### src/rtl/ca_pkg.sv
// Shared types and default constants for the CA sequence checker.
// Imported by the checker top and the rule sub-module.
package ca_pkg;

  typedef enum logic [1:0] {
    ST_IDLE  = 2'd0,
    ST_SEED  = 2'd1,
    ST_TRACK = 2'd2
  } ca_state_e;

  localparam int         CA_ARRAY_WIDTH   = 11;
  localparam logic [7:0] CA_RULE          = 8'd30;
  localparam int         CA_LOCK_MATCHES  = 4;
  localparam int         CA_RESYNC_MISSES = 3;
  localparam int         CA_CNT_WIDTH     = 16;

endpackage

### src/rtl/ca_next_gen.sv
// One elementary-CA generation step, 3-cell neighbourhood, circular wrap.
// Pure combinational; shared with the generator side.
module ca_next_gen
  import ca_pkg::*;
#(
  parameter int         ARRAY_WIDTH = CA_ARRAY_WIDTH,
  parameter logic [7:0] RULE        = CA_RULE
) (
  input  logic [ARRAY_WIDTH-1:0] i_gen,
  output logic [ARRAY_WIDTH-1:0] o_gen
);

  for (genvar i = 0; i < ARRAY_WIDTH; i++) begin : g_cell
    localparam int L = (i + 1) % ARRAY_WIDTH;
    localparam int R = (i + ARRAY_WIDTH - 1) % ARRAY_WIDTH;
    assign o_gen[i] = RULE[{i_gen[L], i_gen[i], i_gen[R]}];
  end

endmodule

### config.mk
export PLATFORM = sky130hd
export DESIGN_NAME = ca_next_gen
export DESIGN_NICKNAME = d
export VERILOG_FILES = /design/src/rtl/ca_pkg.sv /design/src/rtl/ca_next_gen.sv
export SDC_FILE = /design/constraint.sdc
export NUM_CORES = 1
export LEC_CHECK = 0
export BUFFER_PORTS_ARGS = -buffer_cell sky130_fd_sc_hd__buf_2
export CAP_MARGIN = 40
export CORE_AREA = 2 2 39 41
export DETAILED_ROUTE_END_ITERATION = 8
export DIE_AREA = 0 0 41 43
export PLACE_DENSITY = 0.38
export SYNTH_ARGS = -nofsm -noshare
export SYNTH_HDL_FRONTEND = slang
export SYNTH_SLANG_ARGS = --single-unit
### constraint.sdc
create_clock -name vclk -period 0.8
set_clock_uncertainty 0.05 [all_clocks]
set_input_delay 0.08 -clock vclk [all_inputs]
set_output_delay 0.08 -clock vclk [all_outputs]
set_load 0.02 [all_outputs]
* Yosys cells after proc, flatten, opt, wreduce, memory -nomap -nowiden
Memory sizes are Yosys's and may differ from the RTL's.
Index checks and enable logic that the tools add are counted.
** Cells by class
- Magnitude comparators :: 11
- Muxes and demuxes :: 11
** Operator list (count)
- 3-bit by 4-bit < comparator with 1-bit output (second input constant) :: 11
- 1-bit 2-to-1 mux :: 11
** Storage, ports and cells
- Register bits :: 0
- ROM bits :: 88
- Bits of input ports :: 11
- Output and inout bits :: 11
- Word-level logic and storage cells :: 33
- Memories :: 11
** Memories
- (name not given) :: words 8, width 1, rd ports 1, clocked after Yosys merged registers in 0, wr ports 0, RTL line ca_next_gen.sv:16 : assign o_gen[i] = RULE[{i_gen[L], i_gen[i], i_gen[R]}];
- (name not given) :: words 8, width 1, rd ports 1, clocked after Yosys merged registers in 0, wr ports 0, RTL line ca_next_gen.sv:16
- (name not given) :: words 8, width 1, rd ports 1, clocked after Yosys merged registers in 0, wr ports 0, RTL line ca_next_gen.sv:16
- (name not given) :: words 8, width 1, rd ports 1, clocked after Yosys merged registers in 0, wr ports 0, RTL line ca_next_gen.sv:16
- (name not given) :: words 8, width 1, rd ports 1, clocked after Yosys merged registers in 0, wr ports 0, RTL line ca_next_gen.sv:16
- (name not given) :: words 8, width 1, rd ports 1, clocked after Yosys merged registers in 0, wr ports 0, RTL line ca_next_gen.sv:16
- +5 memories

* Logic depth before layout (Yosys ltp)
Gate-level depths: netlist of run 1.
- Depth in word-level cells :: 2
- Mapped depth :: 2
- Mapped depth without buffers :: 2

* Worst setup path before layout of run 1
Ideal clock, no wire load.
- Path kind :: input-to-output
- From :: in i_gen[10]
- To :: out o_gen[0]
- Arrival :: 488 ps
- Data required time :: 670 ps
- Slack :: 182 ps
- Stages :: 2
- Path buffers :: 0
- Path through :: nor2_1 > xnor2_1
** On the way
- Word-level cells in the longest chain between the ends :: 2
** Ends and longest elaborated chain
- start: declaration :: RTL line ca_next_gen.sv:9 : input logic [ARRAY_WIDTH-1:0] i_gen,
- memory read 8 x 1 bit
- 1-bit 2-to-1 mux (not written as such) :: RTL line ca_next_gen.sv:16
- end: declaration :: RTL line ca_next_gen.sv:10 : output logic [ARRAY_WIDTH-1:0] o_gen
No other way between the ends. The select of a mux whose other input is x is not followed.

* Worst setup path in the final report of run 1
- From :: in i_gen[8]
- To :: out o_gen[9]
The elaborated chain is that of the path after synthesis.

==> flow_summary.ini, run 1 <==
[timing]
finalCritPeriodShare_pct = 94.0
max_freq_mhz = 1330
worstMarginPinSlew_ns = 0.135
period_needed_ns = 0.752
slew_headroom_pct = 91.0
setup_viol = 0
holdWs_ns = 0.434
slew_violations = 0
hold_violations = 0
finalWorstSetupSlack_ns = 0.0480

[detailed_routing]
wl_um = 426
drt_iter0_drc = 0
dr_total_vias = 210
route.detailed.drc = 0
wl_met2_um = 201
viasPerCell = 3.50
ant_nets = 0
met1_length_um = 180
met3_length_um = 43
routed.top_layer = met3
wl_per_cell_um = 7.10
drt_first_pass_iters = 1

[layout]
final_layout_size_suffix_gt1_share_pct = 63.6
nNetsFinal = 57
multi_input_comb_area_um2 = 153
regArea_um2 = 0
final_area_um2 = 300
area_growth_pct = 118
antenna_cells = 0
n_fill_cell = 168
seq_cell_count = 0
clkbuf_count = 0

[synth]
syn_inst = 22
ys_seq_area_share_pct = 0
synth-compound-area-share_pct = 0
synthesis.nets = 33
avgSynthCellArea_um2 = 6.26
synth_top_family_by_area = XOR/XNOR gates
synthMuxAreaShare_pct = 0
syn_area_um2 = 138
synth_xor_xnor_area_share_pct = 70.0
ys_warn_count = 0
ys_types = 2
yosys.area_share.simple_pct = 30.0
synthAdderAreaFrac_pct = 0

[critical_path]
end_kind = primary output
crit_path_max_fanout = 3
critPathKind = in2out
cp.required_ns = 0.67
arrival_ns = 0.62
crit_path_frequent_cell = buf_2
crit_chain = buf_2 -> nor2_2 -> xnor2_1 -> buf_2
crit_path_max_incr_delay_ns = 0.18
cp-start-kind = input port
slowest_stage = buf_2

[die]
fp.coreArea_um2 = 1380
die_w_um = 41
ios = 22
num_rows = 14
die_h_um = 43
die_area_um2 = 1760
initial_core_util_pct = 9.95

[placed_design]
place.gp.congestion = 0.583
placed_area_um2 = 268
place_ws_ns = 0.0299
numPortBuffers = 22

[power_and_ir_drop]
ir_drop_mv = 0.190
p_leak_uw = 0.000133
power.density_nw_per_um2 = 903

[global_route]
overflow = 0
antenna_found_initial = 0
grt_max_degree = 4
grt_usage_pct = 5.00
grt_pass1_wl_um = 676
grt_pass1_vias = 181

[min_path]
min_from = i_gen[2]
hp-class = in2out
min_path_cells = 3
hold_end = o_gen[1]

[clock_tree]
cts.hold.buffers_added = 0

[outcome]
run_status = completed

[flow_run]
maxCapViolations = 0
[synth_stat cells]
| cell type | count | area, µm² |
|---|---|---|
| xnor2_1 | 11 | 96.3 |
| nor2_1 | 11 | 41.3 |
[how the worst max path moves through the flow]
stage	start	endpoint	slack, ns	depth (start not counted)
2_1_floorplan	i_gen[10]	o_gen[0]	0.18	2
3_3_place_gp	i_gen[6]	o_gen[7]	0.003	4
3_5_place_dp	i_gen[0]	o_gen[1]	0.03	4
4_1_cts	i_gen[8]	o_gen[9]	0.02	4
5_1_grt	i_gen[0]	o_gen[1]	-0.004	4
6_report	i_gen[8]	o_gen[9]	0.05	4
[layout make-up]
cell class	instances	area share, %
multi-input cells	22	50.8
well taps	16	6.67
repair buffers	22	42.5
[layout by cell type, fill, tap and decap left out]
master / count
buf_4: 7
nor2_1: 5
nor2_2: 6
buf_2: 15
xnor2_1: 11
[kinds of logic (layout without fill, tap and decap cells)]
kind of cell              count (synthesis)  count (layout)
xor gates and xnor gates                 11              11
buffers and inverters                     0              22
and+or+nand+nor                          11              11
[per-stage QoR]
step / setup TNS, ns / cells / util, % / total power [µW]
2_1_floorplan: 0 / 22 / - / 143
3_3_place_gp: 0 / 60 / 19.3 / 244
3_5_place_dp: 0 / 60 / 19.3 / 244
4_1_cts: 0 / 60 / 19.3 / 245
5_1_grt: -0.00367 / 60 / 21.7 / 295
6_report: 0 / 60 / 21.7 / 271
[critical path: cells and delay by family]
family | cells | cell delay (ns)
simple gates | 1 | 0.12
xor+xnor | 1 | 0.12
buf+inv | 2 | 0.31
[report_power, final]
part | internal (µW) | total (µW) | switching (µW)
logic | 122 | 271 | 149
clock network | 0 | 0 | 0
registers | 0 | 0 | 0
total | 122 | 271 | 149
[routing by layer]
| layer | global-route usage, % | vias up |
|---|---|---|
| met2 | 8.75 | 12 |
| met4 | 0 | 0 |
| met3 | 0 | 0 |
| li1 | - | 110 |
| met1 | 6.96 | 88 |
| met5 | 0 | - |
[repair_timing]
action | CTS | global route
endpoints found under the setup margin | 0 | 9
resized for setup | 0 | 13
buffers inserted | 0 | 0
(Power assumes the default switching activity.)
==> run 2: changes to the inputs <==
--- a/config.mk
+++ b/config.mk
@@ -7,9 +7,9 @@
 export LEC_CHECK = 0
 export BUFFER_PORTS_ARGS = -buffer_cell sky130_fd_sc_hd__buf_2
 export CAP_MARGIN = 40
-export CORE_AREA = 2 2 39 41
+export CORE_AREA = 8 8 45 47
 export DETAILED_ROUTE_END_ITERATION = 8
-export DIE_AREA = 0 0 41 43
+export DIE_AREA = 0 0 53 55
 export PLACE_DENSITY = 0.38
 export SYNTH_ARGS = -nofsm -noshare
 export SYNTH_HDL_FRONTEND = slang
==> flow_summary.ini, run 2 (synthesis gave the netlist of run 1 again) <==
[die]
initial_core_util_pct = 9.95
die_area_um2 = 2920
die_h_um = 55
num_rows = 14
die_w_um = 53
fp.coreArea_um2 = 1380
ios = 22

[timing]
hold_violations = 0
period_needed_ns = 0.757
slew_violations = 0
finalCritPeriodShare_pct = 94.6
tns_ns = 0
worstMarginPinSlew_ns = 0.132
max_freq_mhz = 1320
holdWs_ns = 0.432
finalWorstSetupSlack_ns = 0.0433
rsz0062_at_grt = false
setup_viol = 0
slew_headroom_pct = 91.1

[critical_path]
crit_path_max_incr_delay_ns = 0.18
crit_path_frequent_cell = buf_2
crit_start = i_gen[5]
critPathKind = in2out
arrival_ns = 0.63
endpoint = o_gen[6]
crit_chain = buf_2 -> nor2_1 -> xnor2_1 -> buf_2
cp-start-kind = input port
crit_path_max_fanout = 3
end_kind = primary output
slowest_stage = buf_2
cp.required_ns = 0.67

[layout]
multi_input_comb_area_um2 = 145
final_layout_size_suffix_gt1_share_pct = 57.8
n_fill_cell = 166
seq_cell_count = 0
nNetsFinal = 58
clkbuf_count = 0
antenna_cells = 0
layoutNonFillerInstCount = 61
final_cell_mix = buf_2 (15), xnor2_1 (11), nor2_1 (8), buf_4 (8), nor2_2 (3)
area_growth_pct = 118
regArea_um2 = 0
final_common_cell = buf_2

[detailed_routing]
drt_first_pass_iters = 1
drt_iter0_drc = 0
route.detailed.drc = 0
viasPerCell = 3.54
wl_um = 568
ant_nets = 0
wl_per_cell_um = 9.31
dr_total_vias = 216

[power_and_ir_drop]
power.density_nw_per_um2 = 909
p_leak_uw = 0.000138
ir_drop_mv = 0.181

[global_route]
grt_usage_pct = 3.54
grt_max_degree = 4
antenna_found_initial = 0
overflow = 0
grt_pass1_wl_um = 883
grt_pass1_vias = 226

[outcome]
run_status = completed

[flow_run]
maxCapViolations = 0

[placed_design]
numPortBuffers = 22
place.gp.congestion = 0.653
dp_hpwl_um = 532
dp_cells = 61
place_ws_ns = 0.0275

[clock_tree]
post_cts_buffers = 0

[min_path]
hp-class = in2out
## run 2: changes by cell type in the layout (fill, tap and decap cells not counted)
cell / before / now
buf_4: 7 / 8
nor2_2: 6 / 3
nor2_1: 5 / 8
## run 2: worst min-delay path by stage
stage                   start  slack, ns  cells after the start   endpoint
global placement     i_gen[4]       0.43                      3   o_gen[3]
CTS                  i_gen[4]       0.44                      3   o_gen[3]
global route         i_gen[0]       0.46                      3  o_gen[10]
detailed placement  i_gen[10]       0.43                      3   o_gen[9]
floorplan            i_gen[1]       0.25                      1   o_gen[0]
finish               i_gen[4]       0.43                      3   o_gen[3]
## run 2: power by group
group | switching (µW) | total, µW | leakage, µW | internal (µW)
Sequential | 0 | 0 | 0 | 0
Clock | 0 | 0 | 0 | 0
Combinational | 149 | 273 | 0.000138 | 124
## run 2: layout make-up
type / instances / area share, %
multi-input combinational: 22 / 48.3
tap: 16 / 6.67
timing repair buffer: 23 / 45.0
## run 2: layer usage
layer	wire length (µm)	GRT usage [%]	up-vias
met3	101	1.34	0
met2	232	6.25	14
li1	-	-	112
met5	0	0	-
met4	0	0	0
met1	234	4.22	90
## run 2: worst max-delay path: cells and delay by family
family,cells,cell delay (ns)
buffers and inverters,2,0.30
AND/OR/NAND/NOR,1,0.12
XOR/XNOR,1,0.12
## run 2: stage by stage
stage	instance area (µm²)	util [%]	total power (µW)
2_1_floorplan	138	-	143
3_3_place_gp	275	19.9	252
3_5_place_dp	275	19.9	252
4_1_cts	275	19.9	253
5_1_grt	300	21.7	296
6_report	300	21.7	273
## run 2: what timing repair did
item / 4_1_cts / 5_1_grt
endpoints found under the setup margin: 0 / 7
hold endpoints to repair: 0 / 0
hold buffers: 0 / 0
gates resized for setup: 0 / 10
